===== src/rtl/seg7_digit_scroller_pkg.sv =====
// Purpose: shared types and segment tables for the 7-segment digit scroller family.
// Latency: none (types and constants only).
// Backpressure: none.
//
// Contents:
//   mode_t  : display mode as driven on the mode pins
//   state_t : display FSM state
//   SEG_HEX : gfedcba pattern per hex digit, 1 = segment lit
//   SEG_DP  : decimal-point bit within the SEG bus
package seg7_digit_scroller_pkg;

   typedef enum logic [1:0] {
      MODE_STATIC = 2'b00,
      MODE_SCROLL = 2'b01,
      MODE_BLINK  = 2'b10,
      MODE_OFF    = 2'b11
   } mode_t;

   typedef enum logic [1:0] {
      IDLE  = 2'd0,
      SHOW  = 2'd1,
      BLANK = 2'd2
   } state_t;

   // Indexed by hex digit value; the leftmost entry is digit F.
   localparam logic [15:0][6:0] SEG_HEX = {
      7'h71, 7'h79, 7'h5E, 7'h39, 7'h7C, 7'h77, 7'h6F, 7'h7F,
      7'h07, 7'h7D, 7'h6D, 7'h66, 7'h4F, 7'h5B, 7'h06, 7'h3F
   };

   localparam logic [7:0] SEG_DP = 8'h80;

endpackage


===== src/rtl/seg7_digit_scroller_if.sv =====
// Purpose: control and status bundle between the board control logic and the scroller.
// Latency: none (wires only).
// Backpressure: none; a write into a full buffer is silently dropped by the scroller.
//
// master : wr_en, wr_data, clr, mode, sel driven; SEG, idx, count, full, empty observed
// slave  : the scroller side of the same signals
interface seg7_digit_scroller_if #(
   parameter int NDIGITS    = 4,
   parameter int DIGIT_BITS = 4,
   parameter int NBITS_SEG  = 8
);
   import seg7_digit_scroller_pkg::*;

   localparam int IW = $clog2(NDIGITS);

   logic                  wr_en;
   logic [DIGIT_BITS-1:0] wr_data;
   logic                  clr;
   mode_t                 mode;
   logic [IW-1:0]         sel;

   logic [NBITS_SEG-1:0]  SEG;
   logic [IW-1:0]         idx;
   logic [IW:0]           count;
   logic                  full;
   logic                  empty;

   modport master (
      output wr_en, wr_data, clr, mode, sel,
      input  SEG, idx, count, full, empty
   );

   modport slave (
      input  wr_en, wr_data, clr, mode, sel,
      output SEG, idx, count, full, empty
   );

endinterface


===== src/rtl/seg7_digit_scroller_hex_decoder.sv =====
// Purpose: combinational hex digit to gfedcba segment pattern, shared by the lab tops.
// Latency: 0 cycles (purely combinational).
// Backpressure: none.
//
// digit : hex value 0..F
// seg   : gfedcba pattern, 1 = lit
module seg7_hex_decoder (
   input  logic [3:0] digit,
   output logic [6:0] seg
);
   import seg7_digit_scroller_pkg::*;

   assign seg = SEG_HEX[digit];

endmodule


===== src/rtl/seg7_digit_scroller.sv =====
// Purpose: hex digit buffer presented on a 7-segment bus in static, scroll or blink-scroll mode.
// Latency: SEG/idx registered, one edge after the state they reflect; a write shows on SEG two edges later at the earliest.
// Backpressure: none; writes while full (or together with clr) are dropped.
//
// clk_2, reset : clock and synchronous active-high reset
// bus.wr_en/wr_data : append one digit
// bus.clr           : empty the buffer
// bus.mode/sel      : display mode, static digit select
// bus.SEG/idx       : segment pattern (bit7 = dp) and index shown
// bus.count/full/empty : buffer fill status
module seg7_digit_scroller #(
   parameter int NDIGITS     = 4,
   parameter int DIGIT_BITS  = 4,
   parameter int HOLD_CYCLES = 2,
   parameter int NBITS_SEG   = 8
) (
   input logic                  clk_2,
   input logic                  reset,
   seg7_digit_scroller_if.slave bus
);
   import seg7_digit_scroller_pkg::*;

   localparam int IW = $clog2(NDIGITS);
   localparam int CW = IW + 1;
   localparam int HW = $clog2(HOLD_CYCLES + 1);

   logic [DIGIT_BITS-1:0] buf_q [NDIGITS];
   logic [IW-1:0]         wr_ptr_q;
   logic [CW-1:0]         count_q;
   logic                  full;
   logic                  empty;
   logic                  wr_ok;

   state_t                state_q;
   state_t                state_d;
   logic [IW-1:0]         idx_q;
   logic [IW-1:0]         idx_d;
   logic [IW-1:0]         idx_adv;
   logic [IW-1:0]         disp_idx;
   logic [HW-1:0]         hold_q;
   logic [HW-1:0]         hold_d;
   mode_t                 mode_q;
   logic                  mode_chg;
   logic                  is_last;
   logic                  hold_done;
   logic                  sel_valid;

   logic [3:0]            dec_in;
   logic [6:0]            dec_seg;
   logic [NBITS_SEG-1:0]  seg_d;
   logic [NBITS_SEG-1:0]  seg_q;

   // ------------------------------------------------------------------
   // Digit buffer. Nothing is ever popped, so logical entry i sits at
   // physical slot i: clr rewinds wr_ptr to 0 and writes stop at full.
   // ------------------------------------------------------------------
   assign full  = (count_q == CW'(NDIGITS));
   assign empty = (count_q == '0);
   assign wr_ok = !reset && bus.wr_en && !full && !bus.clr;

   always_ff @(posedge clk_2) begin
      if (reset || bus.clr) begin
         wr_ptr_q <= '0;
         count_q  <= '0;
      end else if (wr_ok) begin
         wr_ptr_q <= wr_ptr_q + IW'(1);
         count_q  <= count_q + CW'(1);
      end
   end

   always_ff @(posedge clk_2) begin
      if (wr_ok) begin
         buf_q[wr_ptr_q] <= bus.wr_data;
      end
   end

   // ------------------------------------------------------------------
   // Shared decode terms
   // ------------------------------------------------------------------
   // mode_q holds last cycle's mode; any difference restarts the display.
   assign mode_chg  = (bus.mode != mode_q);
   // Never true while empty: count-1 then exceeds any idx value.
   assign is_last   = (CW'(idx_q) == count_q - CW'(1));
   assign idx_adv   = is_last ? '0 : idx_q + IW'(1);
   assign hold_done = (hold_q == HW'(HOLD_CYCLES - 1));
   assign sel_valid = (CW'(bus.sel) < count_q);
   // Static mode shows sel directly so SEG and idx move together.
   assign disp_idx  = (bus.mode == MODE_STATIC) ? bus.sel : idx_q;
   assign dec_in    = 4'(buf_q[disp_idx]);

   seg7_hex_decoder u_dec (
      .digit (dec_in),
      .seg   (dec_seg)
   );

   // ------------------------------------------------------------------
   // FSM: state register
   // ------------------------------------------------------------------
   always_ff @(posedge clk_2) begin
      if (reset) begin
         state_q <= IDLE;
         idx_q   <= '0;
         hold_q  <= '0;
         mode_q  <= MODE_OFF;
      end else begin
         state_q <= state_d;
         idx_q   <= idx_d;
         hold_q  <= hold_d;
         mode_q  <= bus.mode;
      end
   end

   // ------------------------------------------------------------------
   // FSM: next state. Priority: clr, mode change, static, off/empty,
   // then the scroll/blink sequencing.
   // ------------------------------------------------------------------
   always_comb begin
      state_d = state_q;
      idx_d   = idx_q;
      hold_d  = hold_q;
      if (bus.clr) begin
         state_d = IDLE;
         idx_d   = '0;
         hold_d  = '0;
      end else if (mode_chg) begin
         state_d = (!empty && bus.mode != MODE_OFF) ? SHOW : IDLE;
         idx_d   = '0;
         hold_d  = '0;
      end else if (bus.mode == MODE_STATIC) begin
         // hold counter deliberately left frozen
         state_d = empty ? IDLE : SHOW;
         idx_d   = bus.sel;
      end else if (empty || bus.mode == MODE_OFF) begin
         state_d = IDLE;
         idx_d   = '0;
         hold_d  = '0;
      end else begin
         case (state_q)
            IDLE: begin
               state_d = SHOW;
               idx_d   = '0;
               hold_d  = '0;
            end
            SHOW: begin
               if (hold_done) begin
                  hold_d = '0;
                  if (bus.mode == MODE_BLINK) begin
                     state_d = BLANK;
                  end else begin
                     idx_d = idx_adv;
                  end
               end else begin
                  hold_d = hold_q + HW'(1);
               end
            end
            BLANK: begin
               if (hold_done) begin
                  hold_d  = '0;
                  state_d = SHOW;
                  idx_d   = idx_adv;
               end else begin
                  hold_d = hold_q + HW'(1);
               end
            end
            default: begin
               state_d = IDLE;
               idx_d   = '0;
               hold_d  = '0;
            end
         endcase
      end
   end

   // ------------------------------------------------------------------
   // FSM: output pattern. The cycle in which the mode changes is forced
   // blank so a stale idx from the old mode never reaches the pins.
   // ------------------------------------------------------------------
   always_comb begin
      seg_d = '0;
      if (!mode_chg && state_q == SHOW) begin
         case (bus.mode)
            MODE_STATIC: begin
               if (sel_valid) begin
                  seg_d[6:0] = dec_seg;
               end
            end
            MODE_SCROLL, MODE_BLINK: begin
               seg_d[6:0] = dec_seg;
               if (is_last) begin
                  seg_d = seg_d | NBITS_SEG'(SEG_DP);
               end
            end
            default: seg_d = '0;
         endcase
      end
   end

   always_ff @(posedge clk_2) begin
      if (reset) begin
         seg_q <= '0;
      end else begin
         seg_q <= seg_d;
      end
   end

   assign bus.SEG   = seg_q;
   assign bus.idx   = idx_q;
   assign bus.count = count_q;
   assign bus.full  = full;
   assign bus.empty = empty;

endmodule

===== src/flat_wrapper.sv =====
// flat-port wrapper written by rule: the top's interface ports become plain ports
module seg7_digit_scroller_flat import seg7_digit_scroller_pkg::*;
#(
   parameter int NDIGITS     = 4,
   parameter int DIGIT_BITS  = 4,
   parameter int HOLD_CYCLES = 2,
   parameter int NBITS_SEG   = 8
)
  (clk_2, reset, bus_wr_en, bus_wr_data, bus_clr, bus_mode, bus_sel, bus_SEG, bus_idx, bus_count, bus_full, bus_empty);
  seg7_digit_scroller_if #(.NDIGITS(NDIGITS), .DIGIT_BITS(DIGIT_BITS), .NBITS_SEG(NBITS_SEG)) bus_i ();
  input logic clk_2;
  input logic reset;
  input wire logic [$bits(bus_i.wr_en)-1:0] bus_wr_en;
  input wire logic [$bits(bus_i.wr_data)-1:0] bus_wr_data;
  input wire logic [$bits(bus_i.clr)-1:0] bus_clr;
  input wire logic [$bits(bus_i.mode)-1:0] bus_mode;
  input wire logic [$bits(bus_i.sel)-1:0] bus_sel;
  output wire logic [$bits(bus_i.SEG)-1:0] bus_SEG;
  output wire logic [$bits(bus_i.idx)-1:0] bus_idx;
  output wire logic [$bits(bus_i.count)-1:0] bus_count;
  output wire logic [$bits(bus_i.full)-1:0] bus_full;
  output wire logic [$bits(bus_i.empty)-1:0] bus_empty;
  assign bus_i.wr_en = bus_wr_en;
  assign bus_i.wr_data = bus_wr_data;
  assign bus_i.clr = bus_clr;
  assign bus_i.mode = bus_mode;
  assign bus_i.sel = bus_sel;
  assign bus_SEG = bus_i.SEG;
  assign bus_idx = bus_i.idx;
  assign bus_count = bus_i.count;
  assign bus_full = bus_i.full;
  assign bus_empty = bus_i.empty;
  seg7_digit_scroller #(.NDIGITS(NDIGITS), .DIGIT_BITS(DIGIT_BITS), .HOLD_CYCLES(HOLD_CYCLES), .NBITS_SEG(NBITS_SEG)) u_core (.clk_2(clk_2), .reset(reset), .bus(bus_i));
endmodule

===== config.mk =====
export PLATFORM = sky130hd
export DESIGN_NAME = seg7_digit_scroller_flat
export DESIGN_NICKNAME = d
export VERILOG_FILES = /design/src/rtl/seg7_digit_scroller_pkg.sv /design/src/rtl/seg7_digit_scroller_if.sv /design/src/rtl/seg7_digit_scroller_hex_decoder.sv /design/src/rtl/seg7_digit_scroller.sv /design/src/flat_wrapper.sv
export SDC_FILE = /design/constraint.sdc
export NUM_CORES = 1
export LEC_CHECK = 0
export CAP_MARGIN = 20
export CORE_MARGIN = 3
export CORE_UTILIZATION = 30
export CTS_BUF_LIST = sky130_fd_sc_hd__clkbuf_4
export CTS_CLUSTER_SIZE = 12
export DETAILED_ROUTE_END_ITERATION = 8
export PLACE_DENSITY = 0.56
export SYNTH_ARGS = -nofsm -noshare
export SYNTH_HDL_FRONTEND = slang
export SYNTH_SLANG_ARGS = --single-unit

===== constraint.sdc =====
create_clock -name clk_2 -period 3.55 [get_ports clk_2]
set_input_delay 0.5325 -clock clk_2 [delete_from_list [all_inputs] [get_ports clk_2]]
set_output_delay 0.5325 -clock clk_2 [all_outputs]
set_load 0.02 [all_outputs]

* After elaboration in Yosys (flattened, before gate mapping) *
Memories as Yosys holds them, arrays and structs flattened.
Cells that the tools add are included.

storage, ports and cells
  bits in registers = 21
  bits in latches = 0
  RAM bits = 16
  bits in read-only memories = 112
  input port bits = 12
  output and inout bits = 15
  word-level logic and storage cells = 84
  memories kept = 2

cells by class
  add/subtract/negate cells = 5
  $mul = 0
  div/mod/pow operators = 0
  magnitude comparators = 2
  equality and inequality tests = 16
  shifts and indexed selects = 0
  muxes and demuxes = 26
  bitwise operators = 2
  reduce and logical (&&, ||, !) cells = 23

memories
  memory           words  width  read ports  clocked after Yosys merged registers in  write ports  line                                   source
  (no name shown)  16     7      1           0                                        0            seg7_digit_scroller_hex_decoder.sv:13  assign seg = SEG_HEX[digit];
  u_core.buf_q     4      4      1           0                                        1            seg7_digit_scroller.sv:27              logic [DIGIT_BITS-1:0] buf_q [NDIGITS];

operators by type and width
  cell                                                                      count
  2-bit 2-to-1 mux                                                          16
  5-bit by 1-bit inequality test with 1-bit output (second input constant)  3
  7-bit 2-to-1 mux                                                          2
  7-bit case mux with 2 select lines                                        1
  8-bit 2-to-1 mux                                                          1
  4-bit by 1-bit inequality test with 1-bit output (second input constant)  2
  2-bit OR reduction                                                        4
  2-bit by 1-bit adder with 2-bit output (second input constant)            3
  2-bit by 1-bit == test with 1-bit output (second input constant)          3
  2-bit == test (second input constant)                                     3
  2-bit case mux with 3 select lines                                        1
  3-bit AND reduction                                                       2
  3-bit OR reduction                                                        2
  1-bit logical AND                                                         5
  1-bit logical NOT                                                         5
  4-bit by 5-bit < comparator with 1-bit output (second input constant)     1
  2-bit logical NOT                                                         2
  1-bit 2-to-1 mux                                                          4
  4-bit by 2-bit inequality test with 1-bit output (second input constant)  1
  2-bit case mux with 2 select lines                                        1
  3-bit by 1-bit adder with 3-bit output (second input constant)            1
  2-bit by 3-bit == test with 1-bit output                                  1
  3-bit == test (second input constant)                                     1
  3-bit logical NOT                                                         1
  other kinds (6)                                                           8

* Logic depth before layout (Yosys ltp) *
  word-level depth = 8
  mapped depth = 10
  mapped depth without buffers = 9

* By module *
From an unflattened synthesis, not the netlist that was laid out.

unflattened totals
  cell total of the unflattened synthesis = 188
  area total of the unflattened synthesis = 2060.7 µm²

by module, submodules not included
  module               times used  cells an instance  area an instance (µm²)  seq. area each (µm²)
  seg7_digit_scroller  1           155                1770.4                  900.9
  seg7_hex_decoder     1           33                 290.3                   0.0

* Worst setup path after synthesis *
No wires, ideal clock.

  path type = input port to flip-flop
  start = in bus_mode[0]
  end = reg u_core.seg_q[4], in the netlist u_core.bus.SEG[4]
  library setup time = 119 ps
  data arrival time = 2537 ps
  required time = 3431 ps
  slack = 895 ps
  stages on the path = 9
  buffers on the path = 1
  path through = inv_1 > ha_1 > buf_6 > mux2i_4 > mux4_1 > inv_1 > ha_1 > mux2i_1 > o221a_2

on the way
  longest elaborated chain between the ends = 7
  elaborated cells on any way between the ends = 16
  classes of those cells = eq/ne (3); mux (5); bitwise (1); reduce/logical (5); memory (2)

ends and longest elaborated chain
  element                                                      line                                                    source
  start, declared                                              flat_wrapper.sv:16                                      input wire logic [$bits(bus_i.mode)-1:0] bus_mode;
  2-bit logical NOT                                            seg7_digit_scroller.sv:88, seg7_digit_scroller.sv:181
  2-bit 2-to-1 mux                                             seg7_digit_scroller.sv:88                               assign disp_idx = (bus.mode == MODE_STATIC) ? bus.sel : idx_q;
  memory read 4 x 4 bit                                        n/a
  memory read 16 x 7 bit                                       n/a
  7-bit 2-to-1 mux (not written as such)                       seg7_digit_scroller_hex_decoder.sv:13
  8-bit 2-to-1 mux / 7-bit 2-to-1 mux (equally long branches)  seg7_digit_scroller.sv:189, seg7_digit_scroller.sv:183
  7-bit case mux with 2 select lines                           seg7_digit_scroller.sv:181                              case (bus.mode)
  end signal, assigned                                         seg7_digit_scroller.sv:202                              seg_q <= seg_d;
  end, declared                                                seg7_digit_scroller.sv:51                               logic [NBITS_SEG-1:0] seg_q;

Several ways; a longest one is shown, not always the timed one. The select of a mux whose other input is x is not followed.
A chain may end at the register's enable or synchronous reset.

* Worst setup path in the final report *
Same ends and word-level chain as after synthesis.

==> results_dict.tcl <==
set metrics [dict create \
    ys_warn_count 0 \
    async_flop_share_pct 0 \
    final_core_utilization_pct 38.1 \
    final_critical_period_ps 2960 \
    cp-end-kind "flip-flop" \
    route.detailed.wl_per_inst_um 12.3 \
    syn-num-nets 218 \
    antennaDiodeCount 0 \
    synth.cell_area_um2 2050 \
    cts_buffers 5 \
    drt_first_iter_violations 20 \
    totalPowerFinal_w 0.000852 \
    criticalPathCategory "in -> reg" \
    dpl-instance-area_um2 2390 \
    final_hold_viol_count 0 \
    route.antenna.remaining_nets 0 \
    finalSetupViolations 0 \
    vdd.ir_drop.worst_v 0.000191 \
    worst_ep_required_time_ps 3790 \
    wire_length_of_the_first_global_routing_pass_mm 6.07 \
    synth-main-ff-cell "sky130_fd_sc_hd__dfxtp_1" \
    global_router_s_overall_resource_usage_pct 10.1 \
    synth.distinct_cells 38 \
    power-per-cell-area_nw_per_um2 345 \
    finalInstanceArea_um2 2470 \
    n_fill_cell 626 \
    gp_congestion 0.776 \
    startpoint_of_the_lowest_slack_hold_path "u_core.hold_q[1]" \
    die_width_um 88.6 \
    worst-endpoint-arrival_ps 3210 \
    power.static_leakage_nw 0.966 \
    synth_most_common_cell "sky130_fd_sc_hd__ha_1" \
    syn-instance-count 183 \
    critPathLaunch "bus_mode[0]" \
    report.final.slew_viol_count 0 \
    dp.cells 284 \
    vias 1318 \
    final.period_utilization_pct 83.5 \
    crit_path_start_kind "input pin" \
    portbufs 26 \
    ioPinCount 27 \
    fp.coreArea_um2 6490 \
    dieArea_um2 7850 \
    ctsHoldBuffers 0 \
    clkSlewWorstSetupHoldPaths_ps 110 \
    drt_total_wl_mm 3.58 \
    setup_repair_after_global_routing_missed_its_margin "false" \
    yosys-top-cells-count "23 x sky130_fd_sc_hd__ha_1, 21 x sky130_fd_sc_hd__dfxtp_1, 16 x sky130_fd_sc_hd__edfxtp_1, 16 x sky130_fd_sc_hd__nor2_1, 14 x sky130_fd_sc_hd__inv_1" \
    max-clock-path-buffers 2 \
    number_of_sinks_on_the_clock_net 37 \
    tightestPinTransition_ps 509 \
    post_synth_main_area_contributors "sky130_fd_sc_hd__edfxtp_1 23%, sky130_fd_sc_hd__dfxtp_1 21%, sky130_fd_sc_hd__ha_1 14%" \
    maximum_number_of_pins_on_one_net_before_global_route_repair 14 \
    clock_tree.htree_level_count 2 \
    drv.max_cap_violation_count 0 \
    worst_case_clock_skew_ps 12.9 \
    post-cts-setup-buffers 0 \
    fin_setup_tns_ps 0 \
    clock_insertion_delay_worst_skew_ps 340 \
    multi_input_area_um2 1060 \
    area_growth_pct 20.8 \
    clock.fmax_mhz 338 \
    drcViolationCount 0 \
    initial_utilization_pct 31.5 \
    synth_top_area_cell "sky130_fd_sc_hd__edfxtp_1" \
    postCtsResizedCells 0 \
    antenna_found_initial 0 \
    number_of_global_route_vias_before_repair 1317 \
    num_rows 29 \
    ff_latch_area_um2 901 \
    post-synth-top-area-fraction_pct 23.5 \
    worst_hold_path_type "reg -> reg" \
    slew_headroom_pct 65.8 \
    hpwl_mm 2.89 \
    ys_seq_area_share_pct 44.0 \
    viasPerCell 4.51 \
    dr.pass1.iters 4 \
    cts_tree "built" \
    final_layout_size_suffix_gt1_share_pct 10.7 \
    die_y_um 88.6 \
    run_status "complete, no violations" \
    postSynthAreaPerCell_um2 11.2 \
    synth-edff-count 16 \
    worst_r2r_startpoint "u_core.bus.idx[0]" \
    global_route.overflow_total 0 \
    worstPathMaxFanout 5 \
    stdcell_count 292 \
    clock-root-buffer "sky130_fd_sc_hd__clkbuf_4" \
    yosys_register_bits 37 \
    design.final.nets 249 \
]
[report_power, final]
group | switching [W] | internal [W] | total, W
combinational | 0.0000542 | 0.0000513 | 0.000106
clock | 0.000146 | 0.000149 | 0.000295
sequential | 0.00000369 | 0.000449 | 0.000452
total | 0.000204 | 0.000649 | 0.000852
[metrics by stage]
stage / hold slack (ps) / setup slack [ps]
2_1_floorplan: 423 / 895
3_3_place_gp: 433 / 283
3_5_place_dp: 441 / 200
4_1_cts: 459 / 576
5_1_grt: 499 / 436
6_report: 461 / 587
[worst paths after layout]
check             slack [ps]           endpoint  cells past startpoint
setup / recovery         590  u_core.bus.SEG[4]                      9
hold / removal           460   u_core.hold_q[1]                      2
setup reg to reg        1280  u_core.bus.SEG[4]                      6
hold reg to reg          460   u_core.hold_q[1]                      2
[registers in the layout, indices dropped and copies added (netlist names)]
signal	count
u_core.buf_q	16
u_core.bus.idx	2
u_core.bus.SEG	8
u_core.mode_q	2
u_core.hold_q	2
u_core.bus.count	3
u_core.state_q	2
u_core.wr_ptr_q	2
[logic make-up (layout without fill, tap and decap cells)]
logic type / count (synthesis) / in the layout / share of synthesized area (%)
AND/OR/NAND/NOR: 56 / 56 / 14.7
flip-flops: 37 / 37 / 44.0
AO/OA/AOI/OAI: 26 / 26 / 8.44
adder cells (fa/ha/maj): 23 / 23 / 14.1
buffers and inverters: 18 / 50 / 4.03
multiplexers: 15 / 15 / 11.4
XOR/XNOR: 8 / 8 / 3.42
[area by class of cell]
type	instances	area share [%]
Multi-Input combinational cell	128	43.0
Sequential cell	37	36.4
Timing Repair Buffer	28	11.1
Tap cell	77	3.90
Inverter	14	2.13
Clock inverter	3	1.87
Clock buffer	5	1.52
[metal layers]
layer  GRT usage [%]  part of all wire (%)  up-vias
li1                -                     -      699
met1            12.9                    48      597
met2            16.0                    47       17
met3            2.70                   3.1        5
met4            4.53                   1.6        0
met5               0                     0        -
[worst max-delay path: stages]
cell                              delay [ps]
sky130_fd_sc_hd__clkdlybuf4s50_1         470
sky130_fd_sc_hd__inv_1                   130
sky130_fd_sc_hd__ha_1                    250
sky130_fd_sc_hd__mux2i_4                 370
sky130_fd_sc_hd__mux4_1                  700
sky130_fd_sc_hd__inv_1                   170
sky130_fd_sc_hd__ha_1                    240
sky130_fd_sc_hd__mux2i_1                  90
sky130_fd_sc_hd__o221a_2                 240
[cells in the final DEF, fill, tap and decap left out, drive strengths merged, types with 4 or more instances in the layout]
master,netlist,layout
nor3,4,4
ha,23,23
dfxtp,21,21
o21ai,10,10
a21oi,6,6
clkbuf,2,5
mux2i,12,12
xor2,5,5
inv,14,14
or2,4,4
nand2,10,10
and2,6,6
edfxtp,16,16
nor2b,5,5
nor2,16,16
clkdlybuf4s50,0,26
No activity file was read; power rests on OpenSTA's default activity.
